--- src/rtl/inv_spd_from_chol_n.sv ---
`default_nettype none
// ============================================================================
// Module   : inv_spd_from_chol_n
// Purpose  : Inverse of an NxN SPD matrix from its inverse Cholesky factor,
//            Z = S^T * S, one MAC per enabled cycle, packed lower triangles.
// Options  : define INV_SPD_SATURATE_EN to clamp out-of-range results
//            (default build wraps to the low DW bits).
// Revision : 1.0 - initial parametrised release
// ============================================================================
module inv_spd_from_chol_n #(
    parameter int N    = 2,
    parameter int DW   = 32,
    parameter int FRAC = 16
) (
    input  logic                          clk,
    input  logic                          rst,
    input  logic                          clk_en,
    input  logic [(N*(N+1)/2)*DW-1:0]     S,
    input  logic                          in_valid,
    output logic                          in_ready,
    output logic [(N*(N+1)/2)*DW-1:0]     Z,
    output logic                          out_valid,
    input  logic                          out_ready
);

    localparam int ELEMS = N * (N + 1) / 2;
    localparam int ACCW  = 2 * DW + 3;
    localparam int CW    = $clog2(N);
    localparam int EW    = $clog2(ELEMS);
    localparam logic [CW-1:0] C_LAST = CW'(N - 1);

    typedef enum logic [1:0] {
        ST_IDLE = 2'd0,
        ST_CALC = 2'd1,
        ST_HOLD = 2'd2
    } state_t;

    state_t                   state_q;
    logic                     in_ready_q;
    logic                     out_valid_q;
    logic [ELEMS*DW-1:0]      z_q;
    logic signed [ACCW-1:0]   acc_q;
    logic [CW-1:0]            i_q;
    logic [CW-1:0]            j_q;
    logic [CW-1:0]            k_q;
    logic signed [DW-1:0]     s_q [ELEMS];

    logic signed [DW-1:0]     w_a;
    logic signed [DW-1:0]     w_b;
    logic signed [2*DW-1:0]   w_prod;
    logic signed [ACCW-1:0]   acc_d;
    logic [DW-1:0]            elem_d;
    logic [EW-1:0]            w_zidx;

    // Packed lower-triangle position of element (r,c), c <= r.
    function automatic logic [EW-1:0] tri_idx(input logic [CW-1:0] r,
                                              input logic [CW-1:0] c);
        int ri;
        ri = int'(r);
        return EW'(ri * (ri + 1) / 2 + int'(c));
    endfunction

    assign w_a    = s_q[tri_idx(k_q, i_q)];
    assign w_b    = s_q[tri_idx(k_q, j_q)];
    assign w_prod = w_a * w_b;
    assign acc_d  = acc_q + {{3{w_prod[2*DW-1]}}, w_prod};
    assign w_zidx = tri_idx(i_q, j_q);

`ifdef INV_SPD_SATURATE_EN
    localparam logic signed [ACCW-1:0] C_MAX = {{(ACCW-DW+1){1'b0}}, {(DW-1){1'b1}}};
    localparam logic signed [ACCW-1:0] C_MIN = {{(ACCW-DW+1){1'b1}}, {(DW-1){1'b0}}};
    logic signed [ACCW-1:0] w_shifted;

    always_comb begin
        w_shifted = acc_d >>> FRAC;
        if (w_shifted > C_MAX) begin
            elem_d = C_MAX[DW-1:0];
        end else if (w_shifted < C_MIN) begin
            elem_d = C_MIN[DW-1:0];
        end else begin
            elem_d = w_shifted[DW-1:0];
        end
    end
`else
    // Arithmetic shift then narrow keeps exactly bits [FRAC +: DW].
    assign elem_d = acc_d[FRAC +: DW];
`endif

    always_ff @(posedge clk) begin
        if (rst) begin
            state_q     <= ST_IDLE;
            in_ready_q  <= 1'b1;
            out_valid_q <= 1'b0;
            z_q         <= '0;
            acc_q       <= '0;
            i_q         <= '0;
            j_q         <= '0;
            k_q         <= '0;
            for (int e = 0; e < ELEMS; e++) begin
                s_q[e] <= '0;
            end
        end else if (clk_en) begin
            case (state_q)
                ST_IDLE: begin
                    if (in_valid) begin
                        for (int e = 0; e < ELEMS; e++) begin
                            s_q[e] <= S[e*DW +: DW];
                        end
                        acc_q      <= '0;
                        i_q        <= '0;
                        j_q        <= '0;
                        k_q        <= '0;
                        in_ready_q <= 1'b0;
                        state_q    <= ST_CALC;
                    end
                end
                ST_CALC: begin
                    if (k_q != C_LAST) begin
                        acc_q <= acc_d;
                        k_q   <= k_q + CW'(1);
                    end else begin
                        z_q[int'(w_zidx)*DW +: DW] <= elem_d;
                        acc_q <= '0;
                        // Row-major walk; the dot product for (i,j) starts at k=i.
                        if (j_q < i_q) begin
                            j_q <= j_q + CW'(1);
                            k_q <= i_q;
                        end else if (i_q != C_LAST) begin
                            i_q <= i_q + CW'(1);
                            j_q <= '0;
                            k_q <= i_q + CW'(1);
                        end else begin
                            out_valid_q <= 1'b1;
                            state_q     <= ST_HOLD;
                        end
                    end
                end
                ST_HOLD: begin
                    if (out_ready) begin
                        out_valid_q <= 1'b0;
                        in_ready_q  <= 1'b1;
                        state_q     <= ST_IDLE;
                    end
                end
                default: begin
                    state_q <= ST_IDLE;
                end
            endcase
        end
    end

    assign in_ready  = in_ready_q;
    assign out_valid = out_valid_q;
    assign Z         = z_q;

endmodule
`default_nettype wire

--- config.mk ---
export PLATFORM = sky130hd
export DESIGN_NAME = inv_spd_from_chol_n
export DESIGN_NICKNAME = d
export VERILOG_FILES = /design/src/rtl/inv_spd_from_chol_n.sv
export SDC_FILE = /design/constraint.sdc
export NUM_CORES = 2
export LEC_CHECK = 0
export ABC_AREA = 0
export CAP_MARGIN = 10
export CORE_UTILIZATION = 64
export CTS_CLUSTER_SIZE = 8
export DETAILED_ROUTE_END_ITERATION = 10
export HOLD_SLACK_MARGIN = 0.1
export PLACE_DENSITY = 0.84
export REMOVE_ABC_BUFFERS = 1
export SLEW_MARGIN = 20
export SYNTH_ARGS = -nofsm -noshare
export SYNTH_HDL_FRONTEND = slang
export SYNTH_SLANG_ARGS = --single-unit
--- constraint.sdc ---
create_clock -name clk -period 11.5 [get_ports clk]
set_input_delay 2.3 -clock clk [delete_from_list [all_inputs] [get_ports clk]]
set_output_delay 2.3 -clock clk [all_outputs]
set_load 0.005 [all_outputs]
# ---- Word level (Yosys, flattened, before mapping)
# Memories as Yosys holds them, arrays and structs flattened.
# Cells that the tools add are included.
# Widths: inputs -> output; s select.
dict set report classes {
  multipliers 3
  eq_ne 8
  shifts 2
  reduce_logical 11
  muxes 38
  n_addsub 12
  bitwise 5
  magnitude_cmp 1
}
# cell n
set op_table {}
lappend op_table {{$mux 67} 2}
lappend op_table {{$pmux 67 s2} 1}
lappend op_table {{$bwmux 96} 1}
lappend op_table {{$mux 32} 3}
lappend op_table {{$shift 32x33->96 const A} 1}
lappend op_table {{$shiftx 32x33->96} 1}
lappend op_table {{$add 67x67->67} 1}
lappend op_table {{$mul 32x32->64} 1}
lappend op_table {{$neg 7->33} 1}
lappend op_table {{$mux 1} 20}
lappend op_table {{$reduce_and 6->1} 2}
lappend op_table {{$mux 2} 5}
lappend op_table {{$ne 2x2->1 const B} 5}
lappend op_table {{$pmux 1 s2} 5}
lappend op_table {{$reduce_and 4->1} 2}
lappend op_table {{$add 2x2->2} 3}
lappend op_table {{$mul 1x2->3} 2}
lappend op_table {{$pmux 2 s3} 1}
lappend op_table {{$reduce_and 3->1} 2}
lappend op_table {{$reduce_bool 2->1} 3}
lappend op_table {{$reduce_and 5->1} 1}
lappend op_table {{$add 1x1->2 const B} 2}
lappend op_table {{$add 2x1->2} 2}
lappend op_table {{$add 1x1->1 const B} 3}
lappend op_table {{7 further kinds} 10}
dict set report word_totals {
  inputBits 101
  ramBits 96
  mem_count 1
  word_cells 89
  ff_bits 170
}
# memory words word_bits rd rd_clocked_by_memory_dff wr line
set mem_list {}
lappend mem_list {s_q 3 32 2 0 3 46} ;# logic signed [DW-1:0] s_q [ELEMS];

# ---- Longest topological paths before layout
# An unclocked memory read counts as a cell.
dict set report depth {
  ltp_word 10
  ltp_mapped 46
  depth_no_buf 41
}

# ---- Worst setup path after synthesis
# No wires, ideal clock.
dict set report synth_timing {
  path_kind {register to register}
  startpoint {reg j_q}
  endpoint {reg z_q[63], in the netlist Z[63]}
  arrival_time_ps 10227
  required_time_ps 11373
  path_slack_ps 1146
  setup_ps 127
  path_stages_with_launch 40
  path_cell_list {dfxtp_1 ha_1 buf_4 buf_4 buf_1 mux2i_1 o21ai_1 clkbuf_1 nand2_1 fa_1 fa_1 fa_1 inv_1 fa_1 fa_1 fa_1 fa_1 fa_1 [... 4 more ...] a221o_1 a31oi_1 o21bai_1 a21o_1 a211o_1 nand3_1 ha_1 clkbuf_1 nand2_1 nor2_1 a2111oi_0 o221ai_1 a31o_1 a41o_1 nand4_1 nand2_1 xnor2_1 o21ai_1}
}
dict set report synth_between {
  elab_chain_cells 6
}
# item line
set synth_rtl {}
lappend synth_rtl {{start: declaration} 44} ;# logic [CW-1:0] j_q;
lappend synth_rtl {{start signal: assignment} 126} ;# j_q <= j_q + CW'(1);
lappend synth_rtl {{$add 2x2->2} 60} ;# return EW'(ri * (ri + 1) / 2 + int'(c));
lappend synth_rtl {{$mem_v2 3x32} n/a}
lappend synth_rtl {{$mul 32x32->64} 65} ;# assign w_prod = w_a * w_b;
lappend synth_rtl {{$add 67x67->67} 66} ;# assign acc_d = acc_q + {{3{w_prod[2*DW-1]}}, w_prod};
lappend synth_rtl {{$shiftx 32x33->96} 122} ;# z_q[int'(w_zidx)*DW +: DW] <= elem_d;
lappend synth_rtl {{$bwmux 96 (*)} 122}
lappend synth_rtl {{end signal: indexed assignment} 122}
lappend synth_rtl {{end: declaration} 41} ;# logic [ELEMS*DW-1:0] z_q;
# Mark *: on every way between the ends. The rest lies on a longest branch, timed or not.
# A chain may end at the register's enable or synchronous reset.

# ---- Worst setup path after layout
dict set report layout_timing {
  startpoint {reg k_q}
  endpoint {reg z_q[63], in the netlist Z[63]}
}
dict set report layout_between {
  elab_chain_cells 10
}
# item line
set layout_rtl {}
lappend layout_rtl {{start: declaration} 45} ;# logic [CW-1:0] k_q;
lappend layout_rtl {{start signal: assignment} 120} ;# k_q <= k_q + CW'(1);
lappend layout_rtl {{start signal: assignment} 127} ;# k_q <= i_q;
lappend layout_rtl {{start signal: assignment} 131} ;# k_q <= i_q + CW'(1);
lappend layout_rtl {{$add 1x1->2} 60}
lappend layout_rtl {{$mul 1x2->3} 60}
lappend layout_rtl {{$and 1x1->1 (no source line)} n/a}
lappend layout_rtl {{$add 2x1->2 (no source line)} n/a}
lappend layout_rtl {{$add 2x2->2} 60}
lappend layout_rtl {{$mem_v2 3x32} n/a}
lappend layout_rtl {{$mul 32x32->64} 65}
lappend layout_rtl {{$add 67x67->67} 66}
lappend layout_rtl {{$shiftx 32x33->96} 122}
lappend layout_rtl {{$bwmux 96} 122}
# Parallel ways exist; a longest one is shown, timed or not.

==> flow_summary_export.csv <==
group,metric,value,unit
clock_tree,cts_hold_buf,0,
worst_setup_path,cp_slowest_cell,"o21ai_1",
global_route,top_usage_layer,"met2",
worst_setup_path,worstPathMaxFanout,11,
sta,rsz0062_at_grt,"no",
run_status,outcome,"completed",
floorplanning,die_w,256,um
sta,slew_headroom,18.0,%
clock_tree,clock_path_buffers,3,
clock_tree,cts_buffers,37,
placement,io_buffers,198,
placement,dpl_cell_area,44500,um^2
global_route,grt_pass1_wl,200000,um
global_route,grt_pass1_vias,35600,
global_route,overflow,0,
route,drt-initial-drc-count,3874,
cells_and_area,final_common_cell,"inv_1",
cells_and_area,layout-drive-gt1-share,5.28,%
worst_setup_path,slowest_delay,0.72,ns
route,drc,0,
clock_tree,cts_root_buf,"clkbuf_16",
worst_setup_path,cp-start-kind,"flip-flop",
clock_tree,insertion_delay,0.58,ns
synth,syn_inst,4587,
route,drt_wl_total,129000,um
sta,finalSetupViolations,0,
clock_tree,h-tree-depth,2,
worst_setup_path,cp.required,11.94,ns
cells_and_area,num-fill-cells,4620,
global_route,grt_usage,40.0,%
floorplanning,core_area,63300,um^2
worst_setup_path,path_buf_inv,4,
synth,ys_seq_elements,247,
route,vias,34500,
worst_setup_path,crit_type,"flip-flop to flip-flop",
synth,async_flop_share,0,%
route,firstDrtPassIters,9,
worst_setup_path,critPathTopFamily,"adder cells",
sta,fin_worst_hold_slack,0.460,ns
clock_tree,cts_tree,"built",
clock_tree,cts.sinks,247,
placement,dp_slack,0.380,ns
global_route,use_met3,11.6,%
min_path,whs_path_depth,2,
route,ant_nets,0,
worst_setup_path,cp_data_arrival_time,11.56,ns
global_route,met2_usage,60.0,%
floorplanning,initial_core_util,65.0,%
sta,worst_pin_slew,1.22,ns
cells_and_area,layout_common_cells,"854 x inv_1, 840 x fa_1, 655 x nor2_1, 535 x nand2_1, 220 x ha_1",
min_path,hold_path_class,"flip-flop to flip-flop",
floorplanning,num_rows,92,
min_path,hp-start,"acc_q[13]$_SDFFE_PP0P_",
min_path,hold_end,"acc_q[13]$_SDFFE_PP0P_",
global_route,grt_util_met1,51.6,%
floorplanning,ios,199,
worst_setup_path,reg2reg_depth,36,
sta,finalCriticalPeriod,11.12,ns
synth,syn_area,41100,um^2
global_route,antenna_found_initial,3,
worst_setup_path,r2r-end,"Z[63]$_SDFFE_PP0P_",
floorplanning,fp.dieArea,65300,um^2
sta,finalMaxSlewViolations,0,
cells_and_area,nNetsFinal,5907,
placement,gp_congestion,1.04,
worst_setup_path,worst_r2r_startpoint,"k_q$_SDFFE_PP0P_",
sta,hold_violations,0,
clock_tree,clk_pin_slew,0.06,ns
sta,timing.final.ws_setup,0.376,ns
synth,avgSynthCellArea,8.97,um^2
worst_setup_path,critPathMostFrequentCell,"fa_1",
synth,synth-edff-count,96,
worst_setup_path,reg2reg_slack,0.38,ns
global_route,grt_max_degree,90,
sta,timing.final.crit_share,96.7,%
job,maxCapViolations,0,
synth,ys.flop_type,"dfxtp_1",
synth,ys_warn_count,0,
synth,synth_seq_area_share,14.4,%
placement,post-dp-hpwl,103000,um
cells_and_area,syn_to_final_growth,11.0,%
sta,finClkSkew,0.0263,ns
cells_and_area,stdcell_area,45700,um^2
sta,fmax,89.9,MHz
worst_setup_path,critPathCaptureType,"flip-flop",
synth,synthDistinctLibCells,80,
floorplanning,die_y,256,um
route,vias_per_cell,6.15,
route,wire_per_inst,23.1,um
-- worst max path at each step --
| stage | start | to | slack, ns | cells after the start |
|---|---|---|---|---|
| 2_1_floorplan | k_q$_SDFFE_PP0P_ | acc_q[43]$_SDFFE_PP0P_ | -0.15 | 35 |
| 3_3_place_gp | k_q$_SDFFE_PP0P_ | Z[22]$_SDFFE_PP0P_ | 0.49 | 38 |
| 3_5_place_dp | k_q$_SDFFE_PP0P_ | Z[22]$_SDFFE_PP0P_ | 0.38 | 38 |
| 4_1_cts | k_q$_SDFFE_PP0P_ | Z[22]$_SDFFE_PP0P_ | 0.32 | 38 |
| 5_1_grt | k_q$_SDFFE_PP0P_ | Z[63]$_SDFFE_PP0P_ | 0.04 | 36 |
| 6_report | k_q$_SDFFE_PP0P_ | Z[63]$_SDFFE_PP0P_ | 0.38 | 36 |
-- cell usage after synthesis, types with 13 or more instances --
cell type    n  area (um^2)
edfxtp_1    96         2880
buf_1       17         63.8
o21a_1      69          518
nand2_1    535         2010
nand3_1     45          225
clkbuf_1   207          777
fa_1       840        16800
mux2i_1     64          641
xor2_1      29          254
buf_2       13         65.1
ha_1       222         2780
inv_1      854         3210
and2_1     108          676
nor3_1      17         85.1
o31ai_1     13         97.6
dfxtp_1    151         3020
a22oi_1     98          736
xnor2_1     91          797
nand4_1     16          100
o21bai_1    14          105
a21o_1      56          420
a21oi_1     94          470
o21ai_0     69          345
o21ai_1     40          200
nor2_1     655         2460
-- cells by family after synthesis --
family | synth area share [%]
adder cells (fa/ha/maj) | 47.6
multiplexers | 1.56
XOR/XNOR | 2.65
AO/OA/AOI/OAI | 9.14
flip-flops | 14.4
AND/OR/NAND/NOR | 14.5
buffers and inverters | 10.2
-- repair_timing --
item                       in CTS  in global routing
resized for setup               0                  7
buffers inserted                0                  3
setup endpoints to repair       0                 43
-- flip-flops by register name (all words and copies together), names as in the netlist --
name / flops
j_q: 1
out_valid: 1
in_ready: 1
k_q: 1
s_q: 96
Z: 96
state_q: 2
i_q: 1
acc_q: 48
-- per-layer routing --
layer	wire length, um	up-vias	share of wire [%]
met1	45300	17000	35
met2	56100	2496	43
met5	0	-	0
li1	-	14400	-
met3	18100	633	14
met4	9810	0	7.6
-- through the flow --
step	TNS, ns	cells	util [%]
final	0	5605	72.1
after global routing	0	5604	72.1
after CTS	0	5601	72.0
after detailed placement	0	5548	70.3
after global placement	0	5548	70.3
after floorplan	-0.957	4343	-
-- layout make-up --
cell class | count | area (um^2) | area share, %
Clock inverter | 6 | 93.8 | 0.205
Timing Repair Buffer | 362 | 3260 | 7.14
Antenna cell | 1 | 2.50 | 0.00548
Clock buffer | 47 | 963 | 2.11
Inverter | 855 | 3210 | 7.03
Tap cell | 846 | 1060 | 2.32
Multi-Input combinational cell | 3241 | 31200 | 68.3
Sequential cell | 247 | 5910 | 12.9
-- worst min-delay path: cells and delay by family (launching register included) --
| family | cells | cell delay, ns |
|---|---|---|
| compound gates | 1 | 0.05 |
| flops | 1 | 0.31 |
| simple gates | 1 | 0.05 |
Power is not shown: default switching activity piles up to over one toggle a cycle in this logic, so the estimate is an artifact.
